$ cat config.mk
export PLATFORM = sky130hd
export DESIGN_NAME = img_buf_arbiter_flat
export DESIGN_NICKNAME = d
export VERILOG_FILES = /design/src/rtl/img_buf_arbiter_if.sv /design/src/rtl/img_buf_arbiter.sv /design/src/flat_wrapper.sv
export SDC_FILE = /design/constraint.sdc
export NUM_CORES = 1
export LEC_CHECK = 0
export ABC_AREA = 1
export CORE_MARGIN = 2
export CORE_UTILIZATION = 45
export DETAILED_ROUTE_END_ITERATION = 6
export MAX_ROUTING_LAYER = met4
export PLACE_DENSITY = 0.85
export SLEW_MARGIN = 5
export SYNTH_ARGS = -nofsm -noshare
export SYNTH_HDL_FRONTEND = slang
export SYNTH_SLANG_ARGS = --single-unit
export TNS_END_PERCENT = 10
$ cat constraint.sdc
create_clock -name clk -period 2.4 [get_ports clk]
set_input_delay 0.36 -clock clk [delete_from_list [all_inputs] [get_ports clk]]
set_output_delay 0.36 -clock clk [all_outputs]
set_load 0.03 [all_outputs]
$ cat src/rtl/img_buf_arbiter_if.sv
// rtl/img_buf_arbiter_if.sv - image buffer arbiter bus: writer, reader, clear and RAM macro signals
interface img_buf_arbiter_if #(
    parameter int ADDR_W = 7,
    parameter int DATA_W = 8
);
    logic              clear;
    logic              wr_req;
    logic [ADDR_W-1:0] wr_addr;
    logic [DATA_W-1:0] wr_data;
    logic              wr_ready;
    logic              wr_err;
    logic              rd_req;
    logic [ADDR_W-1:0] rd_addr;
    logic              rd_gnt;
    logic              rd_valid;
    logic [DATA_W-1:0] rd_data;
    logic              buffer_full;
    logic              buffer_empty;
    logic              mem_en;
    logic              mem_we;
    logic [ADDR_W-1:0] mem_addr;
    logic [DATA_W-1:0] mem_wdata;
    logic [DATA_W-1:0] mem_rdata;

    modport slave (
        input  clear, wr_req, wr_addr, wr_data, rd_req, rd_addr, mem_rdata,
        output wr_ready, wr_err, rd_gnt, rd_valid, rd_data, buffer_full, buffer_empty,
               mem_en, mem_we, mem_addr, mem_wdata
    );

    modport master (
        output clear, wr_req, wr_addr, wr_data, rd_req, rd_addr, mem_rdata,
        input  wr_ready, wr_err, rd_gnt, rd_valid, rd_data, buffer_full, buffer_empty,
               mem_en, mem_we, mem_addr, mem_wdata
    );
endinterface

$ cat src/rtl/img_buf_arbiter.sv
// rtl/img_buf_arbiter.sv - shares the image RAM between writer, BNN reader and clear sweep
module img_buf_arbiter #(
    parameter int DEPTH  = 113,
    parameter int ADDR_W = 7,
    parameter int DATA_W = 8
) (
    input  logic              clk,
    input  logic              rst_n,
    img_buf_arbiter_if.slave  bus
);
    localparam int CNT_W = $clog2(DEPTH + 1);
    localparam logic [ADDR_W:0]   DEPTH_X = (ADDR_W + 1)'(DEPTH);
    localparam logic [ADDR_W-1:0] LAST_A  = ADDR_W'(DEPTH - 1);
    localparam logic [CNT_W-1:0]  DEPTH_C = CNT_W'(DEPTH);

    typedef enum logic [1:0] {S_FILL, S_FULL, S_CLEAR} state_t;

    state_t            state_q, state_d;
    logic [CNT_W-1:0]  count_q, count_d;
    logic [ADDR_W-1:0] ptr_q, ptr_d;
    logic              wr_err_q, rd_valid_q, rd_zero_q, full_q, empty_q;

    logic wr_in_range, rd_in_range, wr_fire, wr_ok, rd_fire;

    assign wr_in_range = {1'b0, bus.wr_addr} < DEPTH_X;
    assign rd_in_range = {1'b0, bus.rd_addr} < DEPTH_X;

    // clear outranks everything: it blocks both the writer and the reader this cycle
    assign bus.wr_ready = (state_q == S_FILL) && !bus.clear;
    assign bus.rd_gnt   = (state_q == S_FULL) && bus.rd_req && !bus.clear;
    assign wr_fire      = bus.wr_req && bus.wr_ready;
    assign wr_ok        = wr_fire && wr_in_range;
    assign rd_fire      = bus.rd_gnt && rd_in_range;

    assign bus.wr_err       = wr_err_q;
    assign bus.rd_valid     = rd_valid_q;
    assign bus.rd_data      = (rd_valid_q && !rd_zero_q) ? bus.mem_rdata : '0;
    assign bus.buffer_full  = full_q;
    assign bus.buffer_empty = empty_q;

    // next state: count counts accepted writes, sweep pointer walks 0..DEPTH-1
    always_comb begin
        state_d = state_q;
        count_d = count_q;
        ptr_d   = ptr_q;
        if (bus.clear) begin
            state_d = S_CLEAR;
            count_d = '0;
            ptr_d   = '0;
        end else begin
            case (state_q)
                S_FILL: begin
                    if (wr_ok) begin
                        count_d = count_q + 1'b1;
                        if (count_d == DEPTH_C) state_d = S_FULL;
                    end
                end
                S_FULL: ;
                S_CLEAR: begin
                    if (ptr_q == LAST_A) begin
                        state_d = S_FILL;
                        ptr_d   = '0;
                    end else begin
                        ptr_d = ptr_q + 1'b1;
                    end
                end
                default: state_d = S_FILL;
            endcase
        end
    end

    // RAM port mux: sweep, then in-range write, then in-range read; idle drives zeros
    always_comb begin
        bus.mem_en    = 1'b0;
        bus.mem_we    = 1'b0;
        bus.mem_addr  = '0;
        bus.mem_wdata = '0;
        if (state_q == S_CLEAR) begin
            bus.mem_en   = 1'b1;
            bus.mem_we   = 1'b1;
            bus.mem_addr = ptr_q;
        end else if (wr_ok) begin
            bus.mem_en    = 1'b1;
            bus.mem_we    = 1'b1;
            bus.mem_addr  = bus.wr_addr;
            bus.mem_wdata = bus.wr_data;
        end else if (rd_fire) begin
            bus.mem_en   = 1'b1;
            bus.mem_addr = bus.rd_addr;
        end
    end

    // state, counters and registered status flags
    always_ff @(posedge clk or negedge rst_n) begin
        if (!rst_n) begin
            state_q    <= S_FILL;
            count_q    <= '0;
            ptr_q      <= '0;
            wr_err_q   <= 1'b0;
            rd_valid_q <= 1'b0;
            rd_zero_q  <= 1'b0;
            full_q     <= 1'b0;
            empty_q    <= 1'b1;
        end else begin
            state_q    <= state_d;
            count_q    <= count_d;
            ptr_q      <= ptr_d;
            wr_err_q   <= wr_fire && !wr_in_range;
            rd_valid_q <= bus.rd_gnt;
            rd_zero_q  <= !rd_in_range;
            full_q     <= (state_d == S_FULL);
            empty_q    <= (state_d == S_FILL) && (count_d == '0);
        end
    end
endmodule
$ cat src/flat_wrapper.sv
// flat-port wrapper written by rule: the top's interface ports become plain ports
module img_buf_arbiter_flat 
#(
    parameter int DEPTH  = 113,
    parameter int ADDR_W = 7,
    parameter int DATA_W = 8
)
  (clk, rst_n, bus_clear, bus_wr_req, bus_wr_addr, bus_wr_data, bus_rd_req, bus_rd_addr, bus_mem_rdata, bus_wr_ready, bus_wr_err, bus_rd_gnt, bus_rd_valid, bus_rd_data, bus_buffer_full, bus_buffer_empty, bus_mem_en, bus_mem_we, bus_mem_addr, bus_mem_wdata);
  img_buf_arbiter_if #(.ADDR_W(ADDR_W), .DATA_W(DATA_W)) bus_i ();
  input  logic clk;
  input  logic rst_n;
  input wire logic [$bits(bus_i.clear)-1:0] bus_clear;
  input wire logic [$bits(bus_i.wr_req)-1:0] bus_wr_req;
  input wire logic [$bits(bus_i.wr_addr)-1:0] bus_wr_addr;
  input wire logic [$bits(bus_i.wr_data)-1:0] bus_wr_data;
  input wire logic [$bits(bus_i.rd_req)-1:0] bus_rd_req;
  input wire logic [$bits(bus_i.rd_addr)-1:0] bus_rd_addr;
  input wire logic [$bits(bus_i.mem_rdata)-1:0] bus_mem_rdata;
  output wire logic [$bits(bus_i.wr_ready)-1:0] bus_wr_ready;
  output wire logic [$bits(bus_i.wr_err)-1:0] bus_wr_err;
  output wire logic [$bits(bus_i.rd_gnt)-1:0] bus_rd_gnt;
  output wire logic [$bits(bus_i.rd_valid)-1:0] bus_rd_valid;
  output wire logic [$bits(bus_i.rd_data)-1:0] bus_rd_data;
  output wire logic [$bits(bus_i.buffer_full)-1:0] bus_buffer_full;
  output wire logic [$bits(bus_i.buffer_empty)-1:0] bus_buffer_empty;
  output wire logic [$bits(bus_i.mem_en)-1:0] bus_mem_en;
  output wire logic [$bits(bus_i.mem_we)-1:0] bus_mem_we;
  output wire logic [$bits(bus_i.mem_addr)-1:0] bus_mem_addr;
  output wire logic [$bits(bus_i.mem_wdata)-1:0] bus_mem_wdata;
  assign bus_i.clear = bus_clear;
  assign bus_i.wr_req = bus_wr_req;
  assign bus_i.wr_addr = bus_wr_addr;
  assign bus_i.wr_data = bus_wr_data;
  assign bus_i.rd_req = bus_rd_req;
  assign bus_i.rd_addr = bus_rd_addr;
  assign bus_i.mem_rdata = bus_mem_rdata;
  assign bus_wr_ready = bus_i.wr_ready;
  assign bus_wr_err = bus_i.wr_err;
  assign bus_rd_gnt = bus_i.rd_gnt;
  assign bus_rd_valid = bus_i.rd_valid;
  assign bus_rd_data = bus_i.rd_data;
  assign bus_buffer_full = bus_i.buffer_full;
  assign bus_buffer_empty = bus_i.buffer_empty;
  assign bus_mem_en = bus_i.mem_en;
  assign bus_mem_we = bus_i.mem_we;
  assign bus_mem_addr = bus_i.mem_addr;
  assign bus_mem_wdata = bus_i.mem_wdata;
  img_buf_arbiter #(.DEPTH(DEPTH), .ADDR_W(ADDR_W), .DATA_W(DATA_W)) u_core (.clk(clk), .rst_n(rst_n), .bus(bus_i));
endmodule
==> impl_metrics.json <==
{
  "die_h_um": 61.8,
  "fin_crit_ps": 2150,
  "place_congestion": 0.914,
  "yosys.area.top_type_share": 0.333,
  "drtPass1Iterations": 4,
  "cp_max_fo": 11,
  "dieWidth_um": 61.8,
  "post-dp-hpwl_um": 3410,
  "layout-drive-gt1-share": 0.145,
  "highest_layer": "met4",
  "cts_root_buffer": "clkbuf_4",
  "wl_met1_um": 1680,
  "synthTopCellsByCount": "nand2_1, inv_1, nor2_1",
  "worst_slew_pin_slew_ps": 565,
  "yosys_warnings": 0,
  "met3_length_um": 261,
  "dp_cells": 343,
  "clock_path_buffers": 2,
  "startpoint_type": "primary input",
  "worst_slack_ps": 249,
  "grt_overflow": 0,
  "syn-num-nets": 269,
  "power_leakage_uw": 0.00115,
  "powerDensity_nw_per_um2": 300,
  "grt_usage": 0.242,
  "hold_class": "primary input to asynchronous set/reset pin",
  "drc": 0,
  "ys_async_sr_fraction": 1.00,
  "synthDistinctLibCells": 28,
  "dieArea_um2": 3820,
  "io_buffers": 65,
  "r2r_end": "u_core.bus.buffer_empty",
  "routed_wl_um": 4020,
  "clock_latency_ps": 310,
  "initial_core_util": 0.481,
  "synth_sequential_area_ratio": 0.350,
  "yosysTopAreaCell": "dfrtp_1",
  "setup_viol": 0,
  "final_cells": 347,
  "r2r_slack_ps": 820,
  "max_slew_margin": 0.622,
  "outcome": "completed",
  "reg2regPathDepth": 11,
  "drt_iter0_drc": 73,
  "antenna_found_initial": 0,
  "path_class": "primary input to primary output",
  "finClkSkew_ps": 7.20,
  "finalMaxSlewViolations": 0,
  "core_um2": 3130,
  "cp.arrival_ps": 1790,
  "vias": 1669,
  "wl_per_cell_um": 11.6,
  "cts_inserted_buffers": 3,
  "finalSetupTns_ps": 0,
  "cts_hold_buf": 0,
  "synth_edf_count": 0,
  "ir_drop_mv": 0.239,
  "max_freq_ghz": 0.465,
  "synth_area_leaders": "dfrtp_1, nand2_1, inv_1",
  "synth_ff_type": "dfrtp_1",
  "max_cap_violations": 0,
  "grt_max_degree": 14,
  "fin_crit_sh": 0.896,
  "syn_to_final_growth_pct": 47.5,
  "ios": 66,
  "placementRows": 20,
  "ant_nets": 0,
  "regToRegStartpoint": "u_core.count_q[0]",
  "viasPerCell": 4.81,
  "grt_first_pass_wirelength_um": 6660,
  "synth_area_per_cell_um2": 6.54,
  "ys_seq_elements": 21,
  "grt_pass1_vias": 1542,
  "worst_hold_slack_ps": 391,
  "crit_required_ps": 2040,
  "dp_slack_ps": 232,
  "finalNetCount": 343,
  "met2WireLength_um": 2040,
  "cts_resized": 0,
  "rsz0062_at_grt": "false",
  "final_hold_viol_count": 0,
  "worst_setup_path_end_kind": "primary output",
  "antenna_cells": 0,
  "cts_tree": "yes",
  "clock-sinks": 21,
  "syn-cell-area_um2": 1510,
  "synthCells": 230,
  "postCtsSetupBuffers": 0,
  "yosysMostFrequentCell": "nand2_1",
  "ctsHtreeMaxLevel": 1,
  "clkTransAtPathRegs_ps": 120
}
[logic make-up (layout without fill, tap and decap cells)]
logic type / Yosys count / after routing / share of synthesized area
compound gates: 17 / 17 / 0.0765
xor+xnor: 5 / 5 / 0.0291
fa+ha+maj: 4 / 4 / 0.0333
buf+inv: 53 / 126 / 0.143
flops: 21 / 21 / 0.350
simple gates: 130 / 130 / 0.368
[worst max path at each step]
stage | start | endpoint | slack, ps | cells past startpoint
detailed placement | bus_clear | bus_mem_addr[6] | 230 | 8
global placement | bus_clear | bus_mem_addr[6] | 280 | 8
finish | bus_clear | bus_mem_addr[6] | 250 | 8
floorplan | bus_clear | bus_mem_addr[1] | 100 | 6
CTS | bus_clear | bus_mem_addr[6] | 230 | 8
global route | bus_clear | bus_mem_addr[2] | 160 | 9
[registers in the layout (all words and copies together) (netlist names)]
name                     cells
u_core.count_q               7
u_core.ptr_q                 7
u_core.state_q               2
u_core.bus.buffer_empty      1
u_core.bus.buffer_full       1
u_core.bus.rd_valid          1
u_core.bus.wr_err            1
u_core.rd_zero_q             1
[cell type report]
type	count	area, µm²
sequential	21	527
clock buffer	3	22.5
fill	251	908
timing repair buffer	73	663
multi-input combinational	156	763
tap	44	55.1
inverter	49	184
clock inverter	1	5.00
[layer usage]
metal | global-route usage | vias to the layer above
li1 | - | 852
met1 | 0.306 | 748
met2 | 0.411 | 62
met3 | 0.0269 | 7
met4 | 0.0669 | 0
met5 | - | -
[through the flow]
stage | utilization | cell area (µm²) | power, µW
6_report | 0.710 | 2220 | 667
5_1_grt | 0.710 | 2220 | 699
4_1_cts | 0.710 | 2220 | 671
3_5_place_dp | 0.701 | 2190 | 498
3_3_place_gp | 0.701 | 2190 | 496
2_1_floorplan | - | 1510 | 415
[layout by cell type, fill, tap and decap left out, types with 3 or more instances in the layout]
master	netlist	layout
o211ai_1	4	4
nand3_1	22	22
clkbuf_4	0	3
inv_2	3	3
o21ai_0	3	3
buf_4	0	27
o22ai_1	3	3
clkdlybuf4s50_1	0	46
nand2_1	58	58
nor2_2	3	3
xor2_1	4	4
ha_1	4	4
inv_1	46	46
nor2_1	39	39
dfrtp_1	20	20
[report_power, final]
part	internal (µW)	total, µW	switching (µW)
Clock	62.4	175	113
Combinational	71.9	127	55.3
Sequential	359	364	5.55
Total	493	667	174
[critical path, cell delays in order]
cell and delay, ps:
clkdlybuf4s50_1 500, nor2_4 150, nand3_2 80, inv_2 100, nand2_2 70, buf_4 170
o211ai_1 170, buf_4 190
Power figures use the tool's default switching activity.
